[src/rtl/wb_arb_pkg.sv]
// Shared types and constants for the two-master Wishbone SRAM arbiter.
package wb_arb_pkg;

  typedef enum logic [1:0] {
    S_IDLE = 2'd0,
    S_BUSY = 2'd1,
    S_GAP  = 2'd2
  } state_t;

  localparam int unsigned MIDX_W          = 1;
  localparam int unsigned TIMEOUT_DEFAULT = 255;
  localparam int unsigned TO_CNT_W        = 8;

endpackage

[src/rtl/wb_arb_rr2.sv]
// Two-requester round-robin picker: on a tie the master not served last wins.
module wb_arb_rr2 (
  input  logic [1:0] req,
  input  logic       last,
  output logic       any,
  output logic       pick
);

  assign any  = |req;
  assign pick = (&req) ? ~last : req[1];

endmodule

[src/rtl/wb_sram_arbiter.sv]
// Round-robin arbiter sharing the SRAM controller's Wishbone slave between two masters.
// Optional BUSY-state watchdog enabled by defining WB_ARB_TIMEOUT_EN.
module wb_sram_arbiter
  import wb_arb_pkg::*;
#(
  parameter int unsigned TIMEOUT = TIMEOUT_DEFAULT
) (
  input  logic        clk,
  input  logic        reset,
  input  logic        m0_stb_i,
  input  logic        m0_cyc_i,
  input  logic        m0_we_i,
  input  logic [31:0] m0_adr_i,
  input  logic [3:0]  m0_sel_i,
  input  logic [31:0] m0_dat_i,
  output logic [31:0] m0_dat_o,
  output logic        m0_ack_o,
  output logic        m0_err_o,
  input  logic        m1_stb_i,
  input  logic        m1_cyc_i,
  input  logic        m1_we_i,
  input  logic [31:0] m1_adr_i,
  input  logic [3:0]  m1_sel_i,
  input  logic [31:0] m1_dat_i,
  output logic [31:0] m1_dat_o,
  output logic        m1_ack_o,
  output logic        m1_err_o,
  output logic        s_stb_o,
  output logic        s_cyc_o,
  output logic        s_we_o,
  output logic [31:0] s_adr_o,
  output logic [3:0]  s_sel_o,
  output logic [31:0] s_dat_o,
  input  logic [31:0] s_dat_i,
  input  logic        s_ack_i
);

  if (TIMEOUT < 1 || TIMEOUT > 255) begin : g_bad_timeout
    $error("wb_sram_arbiter: TIMEOUT must be in 1..255");
  end

  state_t              state, state_d;
  logic [MIDX_W-1:0]   grant, grant_d;
  logic                last, last_d;
  logic [1:0]          req;
  logic                any, pick;
  logic                busy;
  logic                to_hit;

  assign req = {m1_cyc_i & m1_stb_i, m0_cyc_i & m0_stb_i};

  wb_arb_rr2 u_rr (
    .req  (req),
    .last (last),
    .any  (any),
    .pick (pick)
  );

  // Reset masks the slave strobe combinationally so it drops in the reset cycle itself.
  assign busy = (state == S_BUSY) && !reset;

`ifdef WB_ARB_TIMEOUT_EN
  logic [TO_CNT_W-1:0] cnt;

  assign to_hit = busy && !s_ack_i && (int unsigned'(cnt) == TIMEOUT);

  always_ff @(posedge clk) begin
    if (reset)                         cnt <= '0;
    else if (state == S_IDLE)          cnt <= '0;
    else if (state == S_BUSY && !s_ack_i) cnt <= cnt + 1'b1;
  end
`else
  assign to_hit = 1'b0;
`endif

  always_ff @(posedge clk) begin
    if (reset) begin
      state <= S_IDLE;
      grant <= '0;
      last  <= 1'b1;
    end else begin
      state <= state_d;
      grant <= grant_d;
      last  <= last_d;
    end
  end

  always_comb begin
    state_d = state;
    grant_d = grant;
    last_d  = last;
    case (state)
      S_IDLE: begin
        if (any) begin
          grant_d = pick;
          state_d = S_BUSY;
        end
      end
      S_BUSY: begin
        // An aborted master still waits here: the SRAM controller always finishes.
        if (s_ack_i || to_hit) begin
          last_d  = grant;
          state_d = S_GAP;
        end
      end
      S_GAP:   state_d = S_IDLE;
      default: state_d = S_IDLE;
    endcase
  end

  always_comb begin
    s_stb_o = 1'b0;
    s_cyc_o = 1'b0;
    s_we_o  = 1'b0;
    s_adr_o = m0_adr_i;
    s_sel_o = m0_sel_i;
    s_dat_o = m0_dat_i;
    if (busy) begin
      if (grant == 1'b1) begin
        s_stb_o = m1_stb_i;
        s_cyc_o = m1_cyc_i;
        s_we_o  = m1_we_i;
        s_adr_o = m1_adr_i;
        s_sel_o = m1_sel_i;
        s_dat_o = m1_dat_i;
      end else begin
        s_stb_o = m0_stb_i;
        s_cyc_o = m0_cyc_i;
        s_we_o  = m0_we_i;
      end
    end
  end

  assign m0_dat_o = s_dat_i;
  assign m1_dat_o = s_dat_i;

  assign m0_ack_o = s_ack_i && busy && (grant == 1'b0) && m0_cyc_i;
  assign m1_ack_o = s_ack_i && busy && (grant == 1'b1) && m1_cyc_i;
  assign m0_err_o = to_hit && (grant == 1'b0);
  assign m1_err_o = to_hit && (grant == 1'b1);

endmodule

[config.mk]
export PLATFORM = sky130hd
export DESIGN_NAME = wb_sram_arbiter
export DESIGN_NICKNAME = d
export VERILOG_FILES = /design/src/rtl/wb_arb_pkg.sv /design/src/rtl/wb_arb_rr2.sv /design/src/rtl/wb_sram_arbiter.sv
export SDC_FILE = /design/constraint.sdc
export NUM_CORES = 1
export LEC_CHECK = 0
export CAP_MARGIN = 10
export CORE_AREA = 2 2 121 123
export CTS_CLUSTER_SIZE = 24
export DETAILED_ROUTE_END_ITERATION = 12
export DIE_AREA = 0 0 123 125
export MAX_ROUTING_LAYER = met4
export PLACE_DENSITY_LB_ADDON = 0.2
export SETUP_SLACK_MARGIN = 0.05
export SLEW_MARGIN = 10
export SYNTH_ARGS = -nofsm -noshare
export SYNTH_HDL_FRONTEND = slang
export SYNTH_SLANG_ARGS = --single-unit
[constraint.sdc]
create_clock -name clk -period 4.4 [get_ports clk]
set_input_delay 0.88 -clock clk [delete_from_list [all_inputs] [get_ports clk]]
set_output_delay 0.88 -clock clk [all_outputs]
set_load 0.01 [all_outputs]
==> results.json, run 1 <==
{
  "firstError": "[ERROR DRT-0255] Maze Route cannot find path of net s_dat_i[1] in worker of routeBox ( 96600 96600 ) ( 123000 125000 ).",
  "chip_width_um": 123,
  "post_cts_hold_buffer_count": 0,
  "postCtsResizedCells": 0,
  "detailed_place_hpwl_mm": 5.80,
  "grt_antenna_before_repair": 0,
  "ctsHtreeMaxLevel": 1,
  "postCtsSetupRepairBufs": 0,
  "gp_congestion": 0.701,
  "yosysTopAreaCellShare_pct": 32.1,
  "last-stage-reached": "5_2_route",
  "grt_start_max_net_pins": 40,
  "grt_util_all_layers_pct": 8.06,
  "dpl_cell_area_mm2": 0.00353,
  "ctsRootBufferMaster": "clkbuf_16",
  "start_util_pct": 11.9,
  "seq_area_frac_synth_pct": 4.75,
  "netlist_instances": 173,
  "gr-total-overflow": 0,
  "rows": 44,
  "ys_top_cells_by_area": "mux2_2, buf_4, mux2_4",
  "grt_first_pass_wirelength_mm": 9.52,
  "top_level_ports": 316,
  "mappedNetlistArea_mm2": 0.00169,
  "die_h_um": 125,
  "port_buffers": 217,
  "ys_ff_latch": 4,
  "cts_buffers": 3,
  "clkSinkCount": 4,
  "outcome": "did not finish",
  "synthDistinctLibCells": 23,
  "via_count_of_the_first_global_routing_pass": 1988,
  "ctsLongestPathBuffers": 2,
  "yosysWarningCount": 0,
  "synth.avg_cell_area_um2": 9.74,
  "synth_top_area_cell": "mux2_2"
}
-- stage by stage --
stage	setup slack [ns]	instances	util (%)	hold slack, ns
after CTS	0.587	505	25.4	0.496
after detailed placement	0.595	502	24.9	0.489
after floorplan	1.65	174	-	0.448
after global placement	0.583	502	24.9	0.493
after global routing	0.522	505	25.4	0.540
-- Yosys cell counts --
| library cell | count |
|---|---|
| a221oi_1 | 1 |
| buf_4 | 70 |
| nor3b_2 | 1 |
| buf_6 | 1 |
| dfxtp_1 | 4 |
| and2_4 | 1 |
| buf_12 | 3 |
| conb_1 | 1 |
| mux2i_1 | 3 |
| mux2_2 | 48 |
| a2111oi_0 | 1 |
| mux2_4 | 20 |
| a21oi_1 | 2 |
| or3b_2 | 1 |
| clkbuf_1 | 1 |
| nand2_1 | 3 |
| o31ai_1 | 1 |
| nand3b_1 | 1 |
| nand2b_1 | 2 |
| inv_1 | 1 |
| nor2_1 | 5 |
| nand4_1 | 1 |
| nand3_1 | 1 |
-- layer usage --
metal  global-route usage, %
met2                    15.2
met1                    7.58
met5                       -
met4                    1.00
met3                    3.60
-- kinds of logic after synthesis --
kind of cell / share of synthesized area (%)
simple gates: 5.42
compound gates: 2.08
other cells: 0.223
mux: 51.7
flops: 4.75
buf+inv: 35.9
==> inputs of run 2 (changes only) <==
CTS_CLUSTER_SIZE = not set   (was 24)
MAX_ROUTING_LAYER = not set   (was met4)
PLACE_DENSITY_LB_ADDON = 0.15   (was 0.2)
SETUP_SLACK_MARGIN = not set   (was 0.05)
==> run 2 against run 1 <==
The flow now finishes without violations; area after synthesis unchanged; synthesized cell count stayed put; global-route usage increased by 0.36 points.
==> results.json, run 2 <==
{
  "drtAntennaViolNets": 0,
  "ctsHtreeMaxLevel": 1,
  "yosysWarningCount": 0,
  "grt_start_max_net_pins": 36,
  "mostFrequentLayoutCells": "clkdlybuf4s50_1, mux2_2, mux2_4",
  "detail_route.wl_per_cell_um": 14.3,
  "critPathBufInv": 3,
  "die_h_um": 125,
  "cts_tree": "built",
  "synth.avg_cell_area_um2": 9.74,
  "crit_required_ns": 3.52,
  "port_buffers": 217,
  "power.static_leakage_nw": 1.31,
  "worst_path_largest_cell_delay_ns": 0.52,
  "worstPathCellList": "clkdlybuf4s50_1 -> nor3b_2 -> and2_4 -> buf_12 -> mux2_2 -> clkdlybuf4s50_1",
  "layout_nets": 500,
  "design.core.area_mm2": 0.0142,
  "viasPerCell": 3.51,
  "share_of_layout_cells_above_drive_strength_1_pct": 23.7,
  "critPathSlowestCell": "clkdlybuf4s50_1",
  "die_area_mm2": 0.0154,
  "slew_viol_final": 0,
  "power.density_mw_per_mm2": 130,
  "layout_top_registers": "state: 2 flops, grant: 1 flops, last: 1 flops",
  "synthDistinctLibCells": 23,
  "highest_clock_rate_ghz": 0.261,
  "vias": 1774,
  "max_ffs_per_register": 2,
  "grt_util_all_layers_pct": 8.41,
  "drt-pass1-iter-count": 2,
  "finalWorstPathRequiredPeriod_ns": 3.84,
  "edff_count_synth": 0,
  "grt_first_pass_wirelength_mm": 10.1,
  "timing.setup.tns_ns": 0,
  "cts_buffers": 3,
  "crit_family": "buffers and inverters",
  "top_level_ports": 316,
  "maxCapViolCount": 0,
  "yosysTopAreaCellShare_pct": 32.1,
  "finalWirelength_mm": 7.25,
  "gr-total-overflow": 0,
  "worst_ep_arrival_time_ns": 2.96,
  "synth_top_area_cell": "mux2_2",
  "gp_congestion": 0.737,
  "worstSetupPathType": "in2out",
  "post-synth-top-count-cell": "buf_4",
  "post-route-drc-count": 0,
  "fill_cells": 1553,
  "startpoint_type": "input port",
  "postLayoutCellArea_mm2": 0.00361,
  "clk_pin_slew_worst_paths_ns": 0.03,
  "ys_ff_latch": 4,
  "ctsRootBufferMaster": "clkbuf_16",
  "setup_violations": 0,
  "hold_path_depth": 2,
  "wp_depth": 6,
  "outcome": "finished clean",
  "final_cell_count_no_fill": 505,
  "syn_to_final_growth_pct": 114,
  "num_antenna_cells": 0,
  "register_with_the_most_flip_flops": "state",
  "start_util_pct": 11.9,
  "chip_width_um": 123,
  "ys_async_sr_fraction_pct": 0,
  "mappedNetlistArea_mm2": 0.00169,
  "netlist_instances": 173,
  "clkSinkCount": 4,
  "clk_latency_ns": 0.22,
  "timing.critical_path.to_type": "output port",
  "numPlacedInstances": 502,
  "ys_top_cells_by_area": "mux2_2, buf_4, mux2_4",
  "period_share_pct": 87.2,
  "post_cts_hold_buffer_count": 0,
  "postCtsResizedCells": 0,
  "cpMostUsedCell": "clkdlybuf4s50_1",
  "layout.cells.most_common": "clkdlybuf4s50_1",
  "via_count_of_the_first_global_routing_pass": 1882,
  "hold_class": "reg2reg",
  "unrepaired_setup_endpoints_after_global_routing": "false",
  "timing.reg2reg.worst_path_depth": 2,
  "detailed_place_hpwl_mm": 6.23,
  "synth-main-ff-cell": "dfxtp_1",
  "postCtsSetupRepairBufs": 0,
  "ctsLongestPathBuffers": 2,
  "seq_area_frac_synth_pct": 4.75,
  "synth_top_cells_by_count": "buf_4, mux2_2, mux2_4",
  "grt_antenna_before_repair": 0,
  "rows": 44,
  "ff_latch_area_um2": 80.1,
  "crit_path_max_fanout": 35,
  "area_taken_by_multi_input_logic_gates_mm2": 0.00100,
  "hold_violations": 0,
  "maximum_vdd_ir_drop_mv": 0.0877,
  "dpl_cell_area_mm2": 0.00353,
  "finClkSkew_ns": 0.00169,
  "count_of_routing_violations_after_the_opening_detailed_route_iteration": 5
}
==> run 2: cell counts after synthesis <==
Identical to the previous run, type by type.
==> run 2: kinds of logic (layout without fill, tap and decap cells) <==
family                 count (synthesis)  count (layout)  synth area share [%]
AO/OA/AOI/OAI                          5               5                  2.08
buffers and inverters                 76             223                  35.9
flip-flops                             4               4                  4.75
multiplexers                          71              71                  51.7
other                                  1               2                 0.223
AND/OR/NAND/NOR                       16              16                  5.42
==> run 2: layout make-up <==
class | count | area share, %
Clock buffer | 3 | 2.08
Inverter | 1 | 0.104
Multi-Input combinational cell | 94 | 27.9
Timing Repair Buffer | 219 | 61.3
Sequential cell | 4 | 2.22
Tap cell | 184 | 6.38
==> run 2: routing by layer <==
layer / vias to the layer above / GRT usage, % / share of wire (%)
met5: - / 0 / 0
met3: 10 / 4.47 / 18
met2: 172 / 15.4 / 48
li1: 825 / - / -
met1: 767 / 8.27 / 33
met4: 0 / 1.80 / 0.95
==> run 2: metrics by stage <==
step,setup WS (ns),util (%),hold slack [ns],power [mW]
floorplan,1.65,-,0.448,0.185
global placement,0.547,24.9,0.514,0.335
detailed placement,0.543,24.9,0.511,0.335
CTS,0.535,25.4,0.539,0.479
global route,0.464,25.4,0.579,0.498
finish,0.562,25.4,0.532,0.470
==> run 2: path summary, 6_finish.rpt <==
path                               start          to  slack, ns
worst max-delay path               reset  s_dat_o[0]       0.56
worst min register to register      last        last       0.53
worst max register to register  state[0]    state[0]       3.42
worst min-delay path                last        last       0.53
==> run 2: worst reg2reg max path: cells and delay by family (launching register included) <==
family / cells / cell delay, ns
AO/OA/AOI/OAI: 2 / 0.44
flip-flops: 1 / 0.42
==> run 2: report_power, final <==
group          leakage [nW]  switching [mW]  total [mW]  internal [mW]
registers            0.0329         0.00385      0.0430         0.0391
logic                  1.24          0.0753       0.289          0.214
clock network        0.0370          0.0225       0.138          0.116
Power figures use the tool's default switching activity.
